--- config.mk ---
export PLATFORM = sky130hd
export DESIGN_NAME = prog_loader_flat
export DESIGN_NICKNAME = d
export VERILOG_FILES = /design/src/rtl/prog_loader_if.sv /design/src/rtl/prog_loader.sv /design/src/flat_wrapper.sv
export SDC_FILE = /design/constraint.sdc
export NUM_CORES = 1
export LEC_CHECK = 0
export BUFFER_PORTS_ARGS = -buffer_cell sky130_fd_sc_hd__buf_2
export CAP_MARGIN = 5
export CORE_ASPECT_RATIO = 0.75
export CORE_UTILIZATION = 50
export CTS_BUF_LIST = sky130_fd_sc_hd__clkbuf_4
export DETAILED_ROUTE_END_ITERATION = 12
export GPL_TIMING_DRIVEN = 0
export PLACE_DENSITY_LB_ADDON = 0.3
export SYNTH_ARGS = -nofsm -noshare
export SYNTH_HDL_FRONTEND = slang
export SYNTH_SLANG_ARGS = --single-unit
--- constraint.sdc ---
create_clock -name clk -period 2.98 [get_ports clk]
set_input_delay 0.298 -clock clk [delete_from_list [all_inputs] [get_ports clk]]
set_output_delay 0.298 -clock clk [all_outputs]
set_load 0.1 [all_outputs]
--- src/rtl/prog_loader_if.sv ---
// Load-path bundle between an instruction source / CPU wrapper and the
// program loader: load request, word stream, memory write port and status.
interface prog_loader_if #(
    parameter int D = 12,
    parameter int W = 9
);
    logic         start;
    logic [D-1:0] len;
    logic         in_valid;
    logic [W-1:0] in_data;
    logic         in_ready;
    logic         wr_en;
    logic [D-1:0] wr_addr;
    logic [W-1:0] wr_data;
    logic         cpu_hold;
    logic         load_ok;
    logic         load_err;
    logic [D-1:0] words_loaded;

    // Source / supervisor side: issues loads and streams words.
    modport master (
        output start, len, in_valid, in_data,
        input  in_ready, wr_en, wr_addr, wr_data,
        input  cpu_hold, load_ok, load_err, words_loaded
    );

    // Loader side.
    modport slave (
        input  start, len, in_valid, in_data,
        output in_ready, wr_en, wr_addr, wr_data,
        output cpu_hold, load_ok, load_err, words_loaded
    );
endinterface

--- src/rtl/prog_loader.sv ---
// Program loader: streams len instruction words into instruction memory,
// checks a trailing XOR checksum word, then releases the CPU (RUN) or
// keeps it held (ERR). Every output is a register updated with the FSM.
module prog_loader #(
    parameter int D = 12,
    parameter int W = 9
) (
    input  logic         clk,
    input  logic         reset,
    prog_loader_if.slave bus
);

    typedef enum logic [2:0] {
        IDLE,
        LOAD,
        CHECK,
        RUN,
        ERR
    } state_t;

    state_t       state;
    logic [D-1:0] len_q;
    logic [D-1:0] count;
    logic [W-1:0] csum;
    logic         in_ready_q;
    logic         wr_en_q;
    logic [D-1:0] wr_addr_q;
    logic [W-1:0] wr_data_q;
    logic         cpu_hold_q;
    logic         load_ok_q;
    logic         load_err_q;
    logic         xfer;

    // A word moves only when the source offers it and we are accepting.
    assign xfer = bus.in_valid && in_ready_q;

    // Load sequencer: state, counters, checksum and all registered outputs.
    // NOTE: sequential state uses non-blocking assignments so every register
    // samples the pre-edge values of the others, independent of statement order.
    always_ff @(posedge clk or posedge reset) begin
        if (reset) begin
            state      <= IDLE;
            len_q      <= '0;
            count      <= '0;
            csum       <= '0;
            in_ready_q <= 1'b0;
            wr_en_q    <= 1'b0;
            wr_addr_q  <= '0;
            wr_data_q  <= '0;
            cpu_hold_q <= 1'b1;
            load_ok_q  <= 1'b0;
            load_err_q <= 1'b0;
        end else begin
            // NOTE: strobe defaults low every cycle so each accepted word
            // yields exactly one write pulse, never a stuck-high wr_en.
            wr_en_q <= 1'b0;
            case (state)
                IDLE, RUN, ERR: begin
                    if (bus.start) begin
                        len_q      <= bus.len;
                        count      <= '0;
                        csum       <= '0;
                        load_ok_q  <= 1'b0;
                        load_err_q <= 1'b0;
                        cpu_hold_q <= 1'b1;
                        in_ready_q <= 1'b1;
                        state      <= (bus.len != '0) ? LOAD : CHECK;
                    end
                end
                LOAD: begin
                    if (xfer) begin
                        wr_en_q   <= 1'b1;
                        wr_addr_q <= count;
                        wr_data_q <= bus.in_data;
                        csum      <= csum ^ bus.in_data;
                        count     <= count + 1'b1;
                        // Last word: count has not yet been bumped this cycle.
                        if (count == len_q - 1'b1) begin
                            state <= CHECK;
                        end
                    end
                end
                CHECK: begin
                    if (xfer) begin
                        in_ready_q <= 1'b0;
                        if (bus.in_data == csum) begin
                            state      <= RUN;
                            cpu_hold_q <= 1'b0;
                            load_ok_q  <= 1'b1;
                            load_err_q <= 1'b0;
                        end else begin
                            state      <= ERR;
                            load_err_q <= 1'b1;
                            load_ok_q  <= 1'b0;
                        end
                    end
                end
                default: begin
                    state      <= IDLE;
                    in_ready_q <= 1'b0;
                    cpu_hold_q <= 1'b1;
                end
            endcase
        end
    end

    // Drive the interface straight from the registers.
    assign bus.in_ready     = in_ready_q;
    assign bus.wr_en        = wr_en_q;
    assign bus.wr_addr      = wr_addr_q;
    assign bus.wr_data      = wr_data_q;
    assign bus.cpu_hold     = cpu_hold_q;
    assign bus.load_ok      = load_ok_q;
    assign bus.load_err     = load_err_q;
    assign bus.words_loaded = count;

endmodule

--- src/flat_wrapper.sv ---
// flat-port wrapper written by rule: the top's interface ports become plain ports
module prog_loader_flat 
#(
    parameter int D = 12,
    parameter int W = 9
)
  (clk, reset, bus_start, bus_len, bus_in_valid, bus_in_data, bus_in_ready, bus_wr_en, bus_wr_addr, bus_wr_data, bus_cpu_hold, bus_load_ok, bus_load_err, bus_words_loaded);
  prog_loader_if #(.D(D), .W(W)) bus_i ();
  input  logic clk;
  input  logic reset;
  input wire logic [$bits(bus_i.start)-1:0] bus_start;
  input wire logic [$bits(bus_i.len)-1:0] bus_len;
  input wire logic [$bits(bus_i.in_valid)-1:0] bus_in_valid;
  input wire logic [$bits(bus_i.in_data)-1:0] bus_in_data;
  output wire logic [$bits(bus_i.in_ready)-1:0] bus_in_ready;
  output wire logic [$bits(bus_i.wr_en)-1:0] bus_wr_en;
  output wire logic [$bits(bus_i.wr_addr)-1:0] bus_wr_addr;
  output wire logic [$bits(bus_i.wr_data)-1:0] bus_wr_data;
  output wire logic [$bits(bus_i.cpu_hold)-1:0] bus_cpu_hold;
  output wire logic [$bits(bus_i.load_ok)-1:0] bus_load_ok;
  output wire logic [$bits(bus_i.load_err)-1:0] bus_load_err;
  output wire logic [$bits(bus_i.words_loaded)-1:0] bus_words_loaded;
  assign bus_i.start = bus_start;
  assign bus_i.len = bus_len;
  assign bus_i.in_valid = bus_in_valid;
  assign bus_i.in_data = bus_in_data;
  assign bus_in_ready = bus_i.in_ready;
  assign bus_wr_en = bus_i.wr_en;
  assign bus_wr_addr = bus_i.wr_addr;
  assign bus_wr_data = bus_i.wr_data;
  assign bus_cpu_hold = bus_i.cpu_hold;
  assign bus_load_ok = bus_i.load_ok;
  assign bus_load_err = bus_i.load_err;
  assign bus_words_loaded = bus_i.words_loaded;
  prog_loader #(.D(D), .W(W)) u_core (.clk(clk), .reset(reset), .bus(bus_i));
endmodule
Word level (Yosys, flattened, before mapping)
Index checks and enable logic that the tools add are counted.
- bits in registers: 62
- input port bits: 25
- output and inout port bits: 38
- logic and storage cells: 67
- add/subtract/negate cells: 2
- equal/unequal tests: 11
- mux-type cells: 28
- bitwise logic cells: 2
- reductions and logical operators: 13
- operator list (cell ; count):
    two-way mux 12 bit ; 2
    one-hot mux 12 bit (2 select lines) ; 1
    two-way mux 9 bit ; 2
    one-hot mux 9 bit (2 select lines) ; 1
    two-way mux 3 bit ; 5
    adder 12 x 1 -> 12 bit (second input constant) ; 1
    equality test 12 bit ; 1
    nonzero test 12 bit ; 1
    subtractor 12 x 1 -> 12 bit (second input constant) ; 1
    two-way mux 1 bit ; 11
    equality test 9 bit ; 1
    one-hot mux 3 bit (3 select lines) ; 1
    AND reduction 3 bit ; 3
    XOR 9 bit ; 1
    inequality test 2 x 1 -> 1 bit (second input constant) ; 4
    AND reduction 4 bit ; 2
    equality test 3 x 2 -> 1 bit (second input constant) ; 2
    one-hot mux 1 bit (3 select lines) ; 2
    one-hot mux 1 bit (2 select lines) ; 2
    AND reduction 2 bit ; 2
    nonzero test 2 bit ; 2
    equality test 3 x 1 -> 1 bit (second input constant) ; 1
    equality test 3 bit (second input constant) ; 1
    zero test 3 bit ; 1
    other kinds (5) ; 5

Longest topological paths before layout
Gate-level depths: netlist of run 1.
- depth in word-level cells: 5
- gate-level depth with buffers: 10
- depth with buffers taken out: 9

Worst setup path before layout of run 1
OpenSTA, ideal clock, no wires.
- path kind: flip-flop to flip-flop
- from: reg u_core.in_ready_q (netlist: u_core.bus.in_ready)
- to: reg u_core.wr_addr_q[0] (netlist: u_core.bus.wr_addr[0])
- setup time: 0.068 ns
- arrival: 2.657 ns
- data required time: 2.912 ns
- slack: 0.254 ns
- stages on the path, launching flop included: 9
- path buffers: 3
- clock period less this slack: 2.726 ns
- cells stage by stage: dfrtp_1 nand2_1 or4b_1 clkbuf_1 inv_2 clkbuf_1 buf_1 nand2_1 nand2_1
- word-level cells in the longest chain between the ends: 2
- RTL lines (element ; line ; RTL):
    from (decl) ; prog_loader.sv:25 ; logic in_ready_q;
    from (signal assigned) ; prog_loader.sv:46 ; in_ready_q <= 1'b0;
    from (signal assigned) ; prog_loader.sv:66 ; in_ready_q <= 1'b1;
    from (signal assigned) ; prog_loader.sv:85 ; in_ready_q <= 1'b0;
    logical AND 1 bit ; prog_loader.sv:35 ; assign xfer = bus.in_valid && in_ready_q;
    AND reduction 2 bit (no line) ; - ;
    to (signal assigned) ; prog_loader.sv:73 ; wr_addr_q <= count;
    to (decl) ; prog_loader.sv:27 ; logic [D-1:0] wr_addr_q;
Every way passes these cells.
A chain may end at the register's enable or synchronous reset.

Final worst setup path of run 1
- from: reg u_core.len_q[0]
- to: reg u_core.state[0]
- word-level cells in the longest chain between the ends: 4
- RTL lines (element ; line ; RTL):
    from (decl) ; prog_loader.sv:22 ; logic [D-1:0] len_q;
    from (signal assigned) ; prog_loader.sv:60 ; len_q <= bus.len;
    subtractor 12 x 1 -> 12 bit ; prog_loader.sv:78 ; if (count == len_q - 1'b1) begin
    equality test 12 bit ; prog_loader.sv:78 ;
    inequality test 2 x 1 -> 1 bit (no line) ; - ;
    AND reduction 4 bit (no line) ; - ;
    to (signal assigned) ; prog_loader.sv:67 ; state <= (bus.len != '0) ? LOAD : CHECK;
    to (decl) ; prog_loader.sv:21 ; state_t state;
Every way passes these cells.

==> results.txt, run 1 <==
----------------------------------------------------
[Status]
  Outcome ... finished, final reports clean

[Worst hold path]
  Hold WC Path Type ... primary input to flip-flop

[Die]
  Num rows ... 24
  Initial standard-cell utilization of the core ... 53.09%
  Die height ... 70.82 um
  Chip Width ... approximately 94 um
  Core outline area ... between 5000 and 6000 um2
  Total Die Area ... between 6000 and 7000 um2
  I/O pins ... 63

[Synthesis]
  Fraction of synthesis flops using an asynchronous set or reset pin ... 100.0%
  Post-synthesis net count ... 359
  Yosys warns ... 0
  Post-Synthesis Mean Instance Area ... around 9.5 um2
  Flip-flop cell with the highest count after synthesis ... sky130_fd_sc_hd__dfrtp_1
  Share of the synthesized area in the top cell type ... between 40% and 50%
  Count of flip-flops with a built-in enable after synthesis ... 0
  Synth top area cells ... sky130_fd_sc_hd__dfrtp_1 (48%), sky130_fd_sc_hd__nand2_1 (9.8%), sky130_fd_sc_hd__xor2_1 (7.5%)
  Number of distinct library cells after synthesis ... 52
  Post-synth top area cell ... sky130_fd_sc_hd__dfrtp_1
  Post-Synthesis Cell Area ... roughly 3200 um2
  Count of mapped cells out of synthesis ... 332
  Number of storage elements in the synthesis netlist ... between 60 and 70
  Sequential area share after synthesis ... 49.19%

[Pwr]
  Net switching share of the total power ... ~25%
  Cell-internal power ... ~0.0010 W
  Cell area power density ... approximately 380 nW/um2
  Leakage ... roughly 2.0 nW
  Power share of the sequential group ... 60.4%
  Combinational fraction of design power ... 5.8%
  Net Sw Power ... approximately 0.00036 W
  Clock network fraction of total power ... about a third
  Maximum vdd drop ... 0.2343 mV

[Worst setup path]
  Maximum single-stage delay on the critical path ... 0.47 ns
  Worst Path Class, Setup ... flip-flop to flip-flop
  CP Max Fanout ... 8
  Standard cell with the maximum stage delay on the critical path ... sky130_fd_sc_hd__dfrtp_1
  Reg2reg setup slack ... ~0.19 ns
  Worst path arrival time ... 3.08 ns
  Worst setup EP type ... flip-flop
  Cell seen most often among critical-path stages ... sky130_fd_sc_hd__a2111oi_2
  Setup crit start kind ... flip-flop
  WP data required ... approximately 3.3 ns
  Cell chain of the critical path ... inv_1, ha_1, buf_6, or3b_1, a2111oi_2, o211ai_1, a2111oi_2, a41oi_2, a221o_1

[Routing]
  Routed wirelength normalized by instance count ... about 14 um
  Detail-routed via count per cell ... approximately 5.3
  1st-iter DRT viols ... 122
  Final wirelength ... 7.096 mm
  Number of optimization iterations in the first detailed-route pass ... 4
  Routed via count ... 2596
  Remaining antenna violation count ... 0
  Residual DRC ... 0

[Global route]
  Leftover overflow at the end of global routing ... 0
  Maximum number of pins on one net before global-route repair ... 40
  Total routing usage reported by global routing ... approximately a quarter
  Number of antenna violations at the first check in global routing ... 0
  Global-route wire length before repair ... around 12 mm
  Number of global-route vias before repair ... 2479

[Layout]
  Area growth from synthesis to layout ... 17.16%
  Count of nets after finishing ... roughly 430
  Final core utilization ... 62.21%
  Fraction of layout cells with a size suffix above 1 ... 23.79%
  Count of fill cells added during filler insertion ... between 500 and 600
  Number of antenna repair diodes ... 0

[Clock network]
  Number of buffers created by CTS ... 9
  Post-CTS Setup Repair Bufs ... 0
  CTS tree ... done
  Clock slew seen by the registers of the worst setup and hold paths ... roughly 0.1 ns
  Post-cts sizing count ... 0
  H-tree levels ... 3
  Number of buffers between clock root and the deepest sink ... 2
  Buffer type at the clock tree root ... sky130_fd_sc_hd__clkbuf_4
  Clock sinks ... between 60 and 70
  Later-pin clock latency in the skew report ... just over 0.4 ns

[STA]
  Endpoints failing setup ... 0
  Min cycle time layout ... 2.786 ns
  Slew Limit Headroom ... 61.68%
  Tightest Pin Transition ... between 0.5 and 0.6 ns
  Final worst clock skew ... around 0.011 ns
  Setup repair after global routing missed its margin ... false
  Share of the clock period used by the worst path after layout ... between 90% and 100%
  Setup TNS Final ... 0 ns
  Final hold viol count ... 0
  Max Slew Vio Count ... 0
  Maximum clock frequency ... roughly 360 MHz

[Placed design]
  Detailed placement HPWL ... between 5 and 6 mm
  Placer congestion estimate ... about 0.80
  I/O Buffers ... 62

[Flow run]
  Number of maximum-capacitance constraint violations ... 0

----------------------------------------------------
power groups by stage:
stage | clock, W | sequential (W) | combinational, W
floorplan | 0 | 0.000863 | 0.0000459
global placement | 0 | 0.000864 | 0.0000763
detailed placement | 0 | 0.000864 | 0.0000820
CTS | 0.000489 | 0.000847 | 0.0000836
global route | 0.000524 | 0.000848 | 0.0000930
finish | 0.000475 | 0.000848 | 0.0000818
registers in the layout, summed over array words and instances, names as in the netlist:
name and flops:
u_core.bus.wr_en 1, u_core.state 3, u_core.bus.load_ok 1, u_core.bus.wr_data 9, u_core.bus.load_err 1, u_core.bus.wr_addr 12
u_core.bus.in_ready 1, u_core.csum 9, u_core.bus.cpu_hold 1, u_core.bus.words_loaded 12, u_core.len_q 12
cell usage after synthesis (3+ instances only):
cell / instances
sky130_fd_sc_hd__dfrtp_1: 61
sky130_fd_sc_hd__nand2_1: 82
sky130_fd_sc_hd__and3_1: 3
sky130_fd_sc_hd__a21oi_1: 6
sky130_fd_sc_hd__mux2_2: 9
sky130_fd_sc_hd__nor2b_1: 4
sky130_fd_sc_hd__o21ai_1: 9
sky130_fd_sc_hd__xor2_1: 27
sky130_fd_sc_hd__nand2b_1: 3
sky130_fd_sc_hd__nand3_1: 10
sky130_fd_sc_hd__nand4_1: 4
sky130_fd_sc_hd__nor3_1: 8
sky130_fd_sc_hd__nor2_1: 28
sky130_fd_sc_hd__inv_1: 5
sky130_fd_sc_hd__clkbuf_1: 13
sky130_fd_sc_hd__xnor2_1: 13
sky130_fd_sc_hd__nor4_1: 4
sky130_fd_sc_hd__o21ai_0: 4
per-layer routing:
| metal | GRT usage (%) | up-vias | wire (um) |
|---|---|---|---|
| met4 | 5.299 | 0 | 68 |
| met2 | 35.28 | 87 | 3146 |
| met5 | 0 | - | 0 |
| met3 | 9.462 | 6 | 508 |
| li1 | - | 1280 | - |
| met1 | 33.00 | 1223 | 3372 |
final timing paths:
kind / from / endpoint / depth (start not counted)
worst max-delay path: u_core.len_q[0]$_DFFE_PP0P_ / u_core.state[0]$_DFFE_PP0P_ / 9
worst min-delay path: bus_len[1] / u_core.len_q[1]$_DFFE_PP0P_ / 3
worst max register to register: u_core.len_q[0]$_DFFE_PP0P_ / u_core.state[0]$_DFFE_PP0P_ / 9
worst min register to register: u_core.bus.wr_data[5]$_DFFE_PP0P_ / u_core.bus.wr_data[5]$_DFFE_PP0P_ / 2
max in group asynchronous: reset / u_core.bus.cpu_hold$_DFFE_PP1P_ / 4
min in group asynchronous: reset / u_core.bus.wr_en$_DFF_PP0_ / 3
through the flow:
stage                     setup WS [ns]  area, um2  instances  hold slack (ns)  power [W]
after floorplan                  0.2544       3157        332           0.4205  0.0009087
after global placement           0.1665       3565        472           0.4524  0.0009402
after detailed placement         0.1465       3585        473           0.3665  0.0009459
after CTS                        0.1263       3699        490          0.09762   0.001420
after global routing           0.005476       3699        490          0.09576   0.001466
final                            0.1936       3699        490           0.1127   0.001404
layout make-up:
cell class                      instances  area (um2)  share of cell area, %
Sequential cell                        62        1553                  41.98
Timing Repair Buffer                   64       340.3                  9.202
Buffer                                 16       68.82                  1.861
Clock buffer                           10       75.07                  2.030
Clock inverter                          6       28.78                 0.7781
Multi-Input combinational cell        248        1513                  40.90
Tap cell                               78       97.59                  2.639
Inverter                                6       22.52                 0.6089
worst max-delay path, delay by kind of cell, from the launching register on:
kind | cells | cell delay (ns)
compound gates | 5 | 1.45
flops | 1 | 0.47
simple gates | 1 | 0.36
buf+inv | 2 | 0.24
fa+ha+maj | 1 | 0.17
cell families after synthesis:
logic type / count (synthesis) / share of synthesized area (%)
AOI/OAI and AO/OA: 37 / 9.156
xor gates and xnor gates: 40 / 11.10
adders and majority gates: 2 / 0.7926
buffers and inverters: 22 / 2.893
DFF: 62 / 49.19
muxes: 11 / 3.884
and+or+nand+nor: 158 / 22.99
cells in the final DEF (no fill, tap or decap), drive strengths merged, types with 2 or more instances in the layout:
master,Yosys,routed
nand2,82,82
buf,3,66
dfrtp,61,61
nor2,28,28
xor2,27,27
clkbuf,13,23
xnor2,13,13
o21ai,13,13
nand3,10,10
mux2,10,10
nor3,8,8
a21oi,6,6
inv,6,6
nor4,5,5
clkinv,0,5
nor2b,4,4
nand4,4,4
and3,3,3
nand2b,3,3
a221o,2,2
or3,2,2
o211ai,2,2
a2111oi,2,2
ha,2,2
nor3b,2,2
or3b,2,2
repair_timing:
item                       CTS  global route
setup endpoints to repair    0             1
hold buffers                 1             0
hold endpoints to repair    23             0
Power figures use the tool's default switching activity.
==> run 2, diff against run 1 <==
- ABC_AREA: not set -> 1
- CORE_MARGIN: not set -> 4
==> results.txt, run 2 <==
----------------------------------------------------
[Status]
  Outcome ... finished, final reports clean (unchanged)

[Clock network]
  H-tree levels ... 3 (unchanged)
  Clock sinks ... 62 (unchanged)
  Later-pin clock latency in the skew report ... 0.41 ns (about the same)
  Number of buffers between clock root and the deepest sink ... 2 (unchanged)
  Post-cts sizing count ... 0 (unchanged)
  Clock slew seen by the registers of the worst setup and hold paths ... 0.11 ns (was 0.10 ns)
  Number of buffers created by CTS ... 9 (unchanged)
  Buffer type at the clock tree root ... sky130_fd_sc_hd__clkbuf_4 (unchanged)
  CTS tree ... done (unchanged)

[Worst setup path]
  WP data required ... 3.33 ns (was 3.27 ns)
  Maximum single-stage delay on the critical path ... 0.45 ns (was 0.47 ns)
  Reg2reg setup slack ... 0.96 ns (was 0.19 ns)
  Worst Path Buf+Inv ... 2 (unchanged)
  Standard cell with the maximum stage delay on the critical path ... sky130_fd_sc_hd__dfrtp_1 (unchanged)
  Worst path arrival time ... 2.37 ns (was 3.08 ns)
  Worst setup EP type ... flip-flop (unchanged)
  CP Max Fanout ... 7 (was 8)
  Crit Reg-Reg Endpoint ... u_core.state[0]$_DFFE_PP0P_ (unchanged)
  Worst Path Class, Setup ... flip-flop to flip-flop (unchanged)
  Cell chain of the critical path ... inv_1, ha_1, clkbuf_2, nand2_1, nor2_1, nand3_1, nand3_1, nand2_1, nor2_2, nand4_2, nand2_1, nand2_1, nand2_1 (was inv_1, ha_1, buf_6, or3b_1, a2111oi_2, o211ai_1, a2111oi_2, a41oi_2, a221o_1)
  Cell seen most often among critical-path stages ... sky130_fd_sc_hd__nand2_1 (was sky130_fd_sc_hd__a2111oi_2)
  Family of cells with the greatest summed delay on the critical path ... simple AND/OR/NAND/NOR gates (was compound AO/OA/AOI/OAI gates)
  Worst reg-to-reg path cell count ... 13 (was 9)
  Crit Reg-Reg Startpoint ... u_core.len_q[0]$_DFFE_PP0P_ (unchanged)
  Setup crit start kind ... flip-flop (unchanged)

[Routing]
  Routed wirelength normalized by instance count ... 13.02 um (was 14.48 um)
  Number of optimization iterations in the first detailed-route pass ... 4 (unchanged)
  Residual DRC ... 0 (unchanged)
  Detail-routed via count per cell ... 5.084 (was 5.298)
  Final wirelength ... 7.433 mm (was 7.096 mm)
  Routed via count ... 2903 (was 2596)
  1st-iter DRT viols ... 134 (was 122)
  Remaining antenna violation count ... 0 (unchanged)

[Worst hold path]
  Min-Delay Path Depth ... 3 (unchanged)
  Hold WC Path Type ... primary input to flip-flop (unchanged)
  Hold path startpoint ... bus_in_data[0] (was bus_len[1])
  Endpoint with the worst hold slack ... u_core.bus.wr_data[0]$_DFFE_PP0P_ (was u_core.len_q[1]$_DFFE_PP0P_)

[STA]
  Share of the clock period used by the worst path after layout ... 67.63% (was 93.50%)
  Maximum clock frequency ... 496.2 MHz (was 358.9 MHz)
  Setup TNS Final ... 0 ns (unchanged)
  Min cycle time layout ... 2.015 ns (was 2.786 ns)
  Worst setup margin ... 0.9647 ns (was 0.1936 ns)
  Final hold viol count ... 0 (unchanged)
  Tightest Pin Transition ... 0.5101 ns (was 0.5748 ns)
  Max Slew Vio Count ... 0 (unchanged)
  Endpoints failing setup ... 0 (unchanged)
  Setup repair after global routing missed its margin ... false (unchanged)
  Slew Limit Headroom ... 65.94% (was 61.68%)
  Final worst clock skew ... 0.01334 ns (was 0.01062 ns)
  Min Hold Slack ... 0.09835 ns (was 0.1127 ns)

[Die]
  Chip Width ... 100.2 um (was 93.75 um)
  Num rows ... 24 (unchanged)
  Initial standard-cell utilization of the core ... 53.08% (was 53.09%)
  Total Die Area ... 7731 um2 (was 6639 um2)
  Die height ... 77.15 um (was 70.82 um)
  I/O pins ... 63 (unchanged)
  Core outline area ... 6006 um2 (was 5946 um2)

[Layout]
  Post-route insts no fill ... 571 (was 490)
  Fraction of layout cells with a size suffix above 1 ... 20.89% (was 23.79%)
  Commonest non-fill, non-tap cell in the layout ... sky130_fd_sc_hd__nand2_1 (unchanged)
  Area growth from synthesis to layout ... 18.05% (was 17.16%)
  Count of nets after finishing ... 515 (was 434)
  Number of antenna repair diodes ... 0 (unchanged)
  Commonest cells after routing, fill and taps aside ... sky130_fd_sc_hd__nand2_1 (128), sky130_fd_sc_hd__buf_2 (64), sky130_fd_sc_hd__dfrtp_1 (61) (was sky130_fd_sc_hd__nand2_1 (82), sky130_fd_sc_hd__buf_2 (63), sky130_fd_sc_hd__dfrtp_1 (61))

[Flow run]
  Number of maximum-capacitance constraint violations ... 0 (unchanged)

[Synthesis]
  Share of the synthesized area in the top cell type ... 47.88% (was 48.36%)
  Fraction of synthesis flops using an asynchronous set or reset pin ... 100.0% (unchanged)
  Flip-flop cell with the highest count after synthesis ... sky130_fd_sc_hd__dfrtp_1 (unchanged)
  Post-Synthesis Mean Instance Area ... 7.719 um2 (was 9.508 um2)
  Number of distinct library cells after synthesis ... 32 (was 52)
  Sequential area share after synthesis ... 48.70% (was 49.19%)
  Post-synthesis net count ... 440 (was 359)
  Synth top area cells ... sky130_fd_sc_hd__dfrtp_1 (48%), sky130_fd_sc_hd__nand2_1 (15%), sky130_fd_sc_hd__o21ai_0 (5.8%) (was sky130_fd_sc_hd__dfrtp_1 (48%), sky130_fd_sc_hd__nand2_1 (9.8%), sky130_fd_sc_hd__xor2_1 (7.5%))
  Yosys warns ... 0 (unchanged)
  Count of mapped cells out of synthesis ... 413 (was 332)
  Post-synth top area cell ... sky130_fd_sc_hd__dfrtp_1 (unchanged)
  Number of storage elements in the synthesis netlist ... 62 (unchanged)
  List of most frequent post-synthesis cells ... sky130_fd_sc_hd__nand2_1 (128), sky130_fd_sc_hd__dfrtp_1 (61), sky130_fd_sc_hd__inv_1 (44) (was sky130_fd_sc_hd__nand2_1 (82), sky130_fd_sc_hd__dfrtp_1 (61), sky130_fd_sc_hd__nor2_1 (28))
  Count of flip-flops with a built-in enable after synthesis ... 0 (unchanged)
  Post-Synthesis Cell Area ... 3188 um2 (was 3157 um2)
  Leading cell type by number of instances after synthesis ... sky130_fd_sc_hd__nand2_1 (unchanged)

[Placed design]
  Placed cell count ... 554 (was 473)
  Placer congestion estimate ... 0.8740 (was 0.7976)
  Pre-CTS setup slack ... 1.004 ns (was 0.1465 ns)
  I/O Buffers ... 62 (unchanged)
  Detailed placement HPWL ... 5.760 mm (was 5.140 mm)

[Global route]
  Total routing usage reported by global routing ... 20.84% (was 23.77%)
  Global-route wire length before repair ... 12.74 mm (was 11.87 mm)
  Number of antenna violations at the first check in global routing ... 0 (unchanged)
  Leftover overflow at the end of global routing ... 0 (unchanged)
  Number of global-route vias before repair ... 2708 (was 2479)
  Maximum number of pins on one net before global-route repair ... 40 (unchanged)

[Pwr]
  Cell area power density ... 1128 nW/um2 (was 379.6 nW/um2)
  Maximum vdd drop ... 0.6707 mV (was 0.2343 mV)
  Leakage ... 2.058 nW (was 2.007 nW)

----------------------------------------------------
[run 2: cell count changes after synthesis, sizes merged, moves of 10 or more]
cell	previous run	this run
nand2	82	133
inv	6	47
o21ai	13	40
nor2	28	47
xor2	27	12
nand3	10	21
mux2	10	0
[run 2: metrics by stage]
| stage | area [um2] | total power [W] | util (%) |
|---|---|---|---|
| 3_3_place_gp | 3596 | 0.003613 | 59.88 |
| 2_1_floorplan | 3188 | 0.003231 | - |
| 3_5_place_dp | 3616 | 0.003680 | 60.21 |
| 4_1_cts | 3764 | 0.004259 | 62.67 |
| 6_report | 3764 | 0.004244 | 62.67 |
| 5_1_grt | 3764 | 0.004581 | 62.67 |
[run 2: cells by family (layout without fill, tap and decap cells)]
group,Yosys count,count (layout),share of synthesized area [%]
xor+xnor,16,16,4.395
buf+inv,58,138,6.986
fa+ha+maj,2,2,0.7848
simple gates,219,219,29.79
flops,62,62,48.70
compound gates,56,56,9.341
[run 2: where the power goes]
part | leakage [nW] | switching (W) | total, W | internal [W]
logic | 1.19 | 0.00176 | 0.00230 | 0.000538
registers | 0.802 | 0.000246 | 0.00137 | 0.00112
clock network | 0.0684 | 0.000316 | 0.000577 | 0.000262
total | 2.06 | 0.00232 | 0.00424 | 0.00192
[run 2: layout make-up]
type,instances,area [um2]
fill,554,2242
clock buffer,10,75.07
timing repair buffer,64,340.3
clock inverter,6,62.56
buffer,11,46.29
multi-input combinational,293,1413
tap,78,97.59
inverter,47,176.4
sequential,62,1553
[run 2: tightest hold or removal path, stage by stage]
cell	delay, ns
sky130_fd_sc_hd__buf_2	0.10
sky130_fd_sc_hd__nand2_1	0.05
sky130_fd_sc_hd__nand2_1	0.04
[run 2: what timing repair did]
| item | CTS | global route |
|---|---|---|
| hold buffers | 1 | 0 |
| buffers inserted | 0 | 0 |
| hold endpoints to repair | 23 | 0 |
[run 2: worst max path at each step]
stage / startpoint / end / slack, ns / depth (start not counted)
after CTS: u_core.len_q[0]$_DFFE_PP0P_ / u_core.state[0]$_DFFE_PP0P_ / 0.98 / 13
final: u_core.len_q[0]$_DFFE_PP0P_ / u_core.state[0]$_DFFE_PP0P_ / 0.96 / 13
after global placement: reset / u_core.len_q[9]$_DFFE_PP0P_ / 0.40 / 2
after global routing: u_core.len_q[0]$_DFFE_PP0P_ / u_core.state[0]$_DFFE_PP0P_ / 0.76 / 13
after floorplan: u_core.bus.words_loaded[0]$_DFFE_PP0P_ / u_core.bus.words_loaded[10]$_DFFE_PP0P_ / 0.77 / 9
after detailed placement: u_core.len_q[0]$_DFFE_PP0P_ / u_core.state[0]$_DFFE_PP0P_ / 1.00 / 13
[run 2: layer usage]
layer	vias to the layer above	track usage, %	wire (um)
met5	-	0	0
met4	0	4.845	93
met3	7	6.437	428
met2	74	30.36	3171
met1	1367	30.29	3738
li1	1455	-	-
==> run 3, diff against run 2 <==
- ABC_AREA: 1 -> 0
- clock period: 2.98 -> 1.68 ns (I/O delays scaled with it)
==> results.txt, run 3 (synthesis results as in run 1) <==
----------------------------------------------------
[Global route]
  Global-route wire length before repair ... 13.63 mm (was 12.74 mm)
  Total routing usage reported by global routing ... 22.46% (was 20.84%)
  Maximum number of pins on one net before global-route repair ... 38 (was 40)
  Number of antenna violations at the first check in global routing ... 0 (unchanged)
  Number of global-route vias before repair ... 2833 (was 2708)
  Leftover overflow at the end of global routing ... 0 (unchanged)

[STA]
  Endpoints failing setup ... 41 (was 0)
  Final worst clock skew ... 0.008913 ns (was 0.01334 ns)
  Setup repair after global routing missed its margin ... true (was false)
  Worst setup margin ... -0.8193 ns (was 0.9647 ns)
  Max Slew Vio Count ... 0 (unchanged)
  Share of the clock period used by the worst path after layout ... 148.8% (was 67.63%)
  Final hold viol count ... 0 (unchanged)
  Tightest Pin Transition ... 0.6095 ns (was 0.5101 ns)
  Slew Limit Headroom ... 59.28% (was 65.94%)
  Maximum clock frequency ... 400.1 MHz (was 496.2 MHz)
  Min cycle time layout ... 2.499 ns (was 2.015 ns)

[Placed design]
  Placer congestion estimate ... 0.8595 (was 0.8740)
  Detailed placement HPWL ... 5.677 mm (was 5.760 mm)
  Pre-CTS setup slack ... -1.012 ns (was 1.004 ns)
  Placed cell count ... 473 (was 554)
  I/O Buffers ... 62 (unchanged)

[Pwr]
  Post-route total power ... 0.002588 W (was 0.004244 W)
  Maximum vdd drop ... 0.4209 mV (was 0.6707 mV)
  Clock network fraction of total power ... 33.6% (was 13.6%)
  Net switching share of the total power ... 25.45% (was 54.68%)
  Net Sw Power ... 0.0006585 W (was 0.002321 W)
  Power share of the sequential group ... 58.0% (was 32.3%)
  Cell area power density ... 563.2 nW/um2 (was 1128 nW/um2)
  Combinational fraction of design power ... 8.4% (was 54.1%)
  Cell-internal power ... 0.001929 W (was 0.001923 W)
  Leakage ... 2.413 nW (was 2.058 nW)

[Clock network]
  Clock slew seen by the registers of the worst setup and hold paths ... 0.10 ns (was 0.11 ns)
  Number of buffers between clock root and the deepest sink ... 2 (unchanged)
  Number of buffers created by CTS ... 9 (unchanged)
  H-tree levels ... 3 (unchanged)
  Clock sinks ... 62 (unchanged)
  Buffer type at the clock tree root ... sky130_fd_sc_hd__clkbuf_4 (unchanged)
  Later-pin clock latency in the skew report ... 0.41 ns (about the same)
  CTS tree ... done (unchanged)

[Layout]
  Commonest non-fill, non-tap cell in the layout ... sky130_fd_sc_hd__buf_2 (was sky130_fd_sc_hd__nand2_1)
  Post-route insts no fill ... 534 (was 571)
  Commonest cells after routing, fill and taps aside ... sky130_fd_sc_hd__buf_2 (62), sky130_fd_sc_hd__dfrtp_1 (49), sky130_fd_sc_hd__nand2_1 (46) (was sky130_fd_sc_hd__nand2_1 (128), sky130_fd_sc_hd__buf_2 (64), sky130_fd_sc_hd__dfrtp_1 (61))
  Fraction of layout cells with a size suffix above 1 ... 44.96% (was 20.89%)
  Count of nets after finishing ... 478 (was 515)
  Number of antenna repair diodes ... 0 (unchanged)
  Area growth from synthesis to layout ... 45.54% (was 18.05%)

[Routing]
  1st-iter DRT viols ... 216 (was 134)
  Routed via count ... 2933 (was 2903)
  Routed wirelength normalized by instance count ... 16.95 um (was 13.02 um)
  Residual DRC ... 0 (unchanged)
  Detail-routed via count per cell ... 5.493 (was 5.084)
  Final wirelength ... 9.053 mm (was 7.433 mm)
  Remaining antenna violation count ... 0 (unchanged)
  Number of optimization iterations in the first detailed-route pass ... 4 (unchanged)

[Die]
  Core outline area ... 5976 um2 (was 6006 um2)
  Chip Width ... 99.75 um (was 100.2 um)
  Num rows ... 24 (unchanged)
  Total Die Area ... 7662 um2 (was 7731 um2)
  Initial standard-cell utilization of the core ... 52.83% (was 53.08%)
  I/O pins ... 63 (unchanged)
  Die height ... 76.82 um (was 77.15 um)

[Worst setup path]
  Setup crit start kind ... flip-flop (unchanged)
  Reg2reg setup slack ... -0.82 ns (was 0.96 ns)
  Worst Path Class, Setup ... flip-flop to flip-flop (unchanged)
  Maximum single-stage delay on the critical path ... 0.43 ns (was 0.45 ns)
  Cell chain of the critical path ... inv_2, ha_4, or3b_4, a2111oi_4, o211ai_1, a2111oi_2, a41oi_2, buf_4, o31a_1 (was inv_1, ha_1, clkbuf_2, nand2_1, nor2_1, nand3_1, nand3_1, nand2_1, nor2_2, nand4_2, nand2_1, nand2_1, nand2_1)
  WP data required ... 1.98 ns (was 3.33 ns)
  Worst path arrival time ... 2.80 ns (was 2.37 ns)
  Standard cell with the maximum stage delay on the critical path ... sky130_fd_sc_hd__dfrtp_2 (was sky130_fd_sc_hd__dfrtp_1)
  Worst setup EP type ... flip-flop (unchanged)
  CP Max Fanout ... 4 (was 7)

[Status]
  Violated checks ... setup timing
  Outcome ... finished, violations left (was finished, final reports clean)

[Flow run]
  Number of maximum-capacitance constraint violations ... 0 (unchanged)

[Worst hold path]
  Hold WC Path Type ... primary input to flip-flop (unchanged)

----------------------------------------------------
## run 3: cell types whose count changed in the layout (fill, tap and decap cells not counted), moves of 14 or more
cell / change
sky130_fd_sc_hd__dlygate4sd3_1: +18
sky130_fd_sc_hd__nor2_1: -15
sky130_fd_sc_hd__o21ai_0: -33
sky130_fd_sc_hd__nand2_2: +21
sky130_fd_sc_hd__inv_1: -41
sky130_fd_sc_hd__nand2_1: -82
sky130_fd_sc_hd__buf_4: +16
sky130_fd_sc_hd__xor2_1: +14
## run 3: routing by layer
layer,vias up,global-route usage [%],wire [um]
li1,1373,-,-
met1,1460,29.97,3982
met2,91,35.62,4375
met3,9,6.165,577
met4,0,6.821,116
met5,-,0,0
## run 3: critical path, delay by kind of cell (launching register included)
family | cells | cell delay (ns)
AOI/OAI and AO/OA | 5 | 1.19
adders and majority gates | 1 | 0.14
buffers and inverters | 2 | 0.26
DFF | 1 | 0.43
and+or+nand+nor | 1 | 0.38
## run 3: path summary, 6_finish.rpt
| kind | depth (start not counted) | from | endpoint |
|---|---|---|---|
| min in group asynchronous | 3 | reset | u_core.bus.wr_addr[3]$_DFFE_PP0P_ |
| max | 9 | u_core.len_q[0]$_DFFE_PP0P_ | u_core.state[1]$_DFFE_PP0P_ |
| min reg2reg | 2 | u_core.bus.wr_addr[0]$_DFFE_PP0P_ | u_core.bus.wr_addr[0]$_DFFE_PP0P_ |
| min | 2 | bus_len[4] | u_core.len_q[4]$_DFFE_PP0P_ |
| max reg2reg | 9 | u_core.len_q[0]$_DFFE_PP0P_ | u_core.state[1]$_DFFE_PP0P_ |
| max in group asynchronous | 4 | reset | u_core.bus.words_loaded[0]$_DFFE_PP0P_ |
## run 3: cell type report
class                   instances  area [um2]
multi-input cells             248        1777
flip-flops and latches         62        1568
fillers                       388        1381
repair buffers                112       853.3
plain buffers                  12       137.6
well taps                      78       97.59
clock buffers                  11       82.58
inverters                       6       52.55
clock inverters                 5       26.28
## run 3: timing repair
action | CTS | global route
pin swaps | 8 | 29
resized for setup | 18 | 58
endpoints found under the hold margin | 41 | 1
setup endpoints to repair | 58 | 55
hold buffers | 18 | 1
gates cloned | 0 | 3
buffers inserted | 10 | 17
## run 3: power by group through the flow
stage,Clock (W),Combinational (W),Sequential [W]
after global routing,0.000955,0.000243,0.00150
after floorplan,0,0.0000818,0.00153
after global placement,0,0.000142,0.00153
final,0.000868,0.000218,0.00150
after detailed placement,0,0.000151,0.00153
after CTS,0.000884,0.000209,0.00150
## run 3: per-stage QoR
step / setup TNS [ns] / hold WS (ns) / cell area (um2) / util (%)
6_report: -8.454 / 0.01854 / 4594 / 76.88
2_1_floorplan: -16.22 / 0.2804 / 3359 / -
3_5_place_dp: -21.61 / 0.2650 / 3787 / 63.38
4_1_cts: -10.48 / 0.003214 / 4198 / 70.25
3_3_place_gp: -18.02 / 0.3956 / 3767 / 63.04
5_1_grt: -11.47 / 0.01418 / 4594 / 76.88
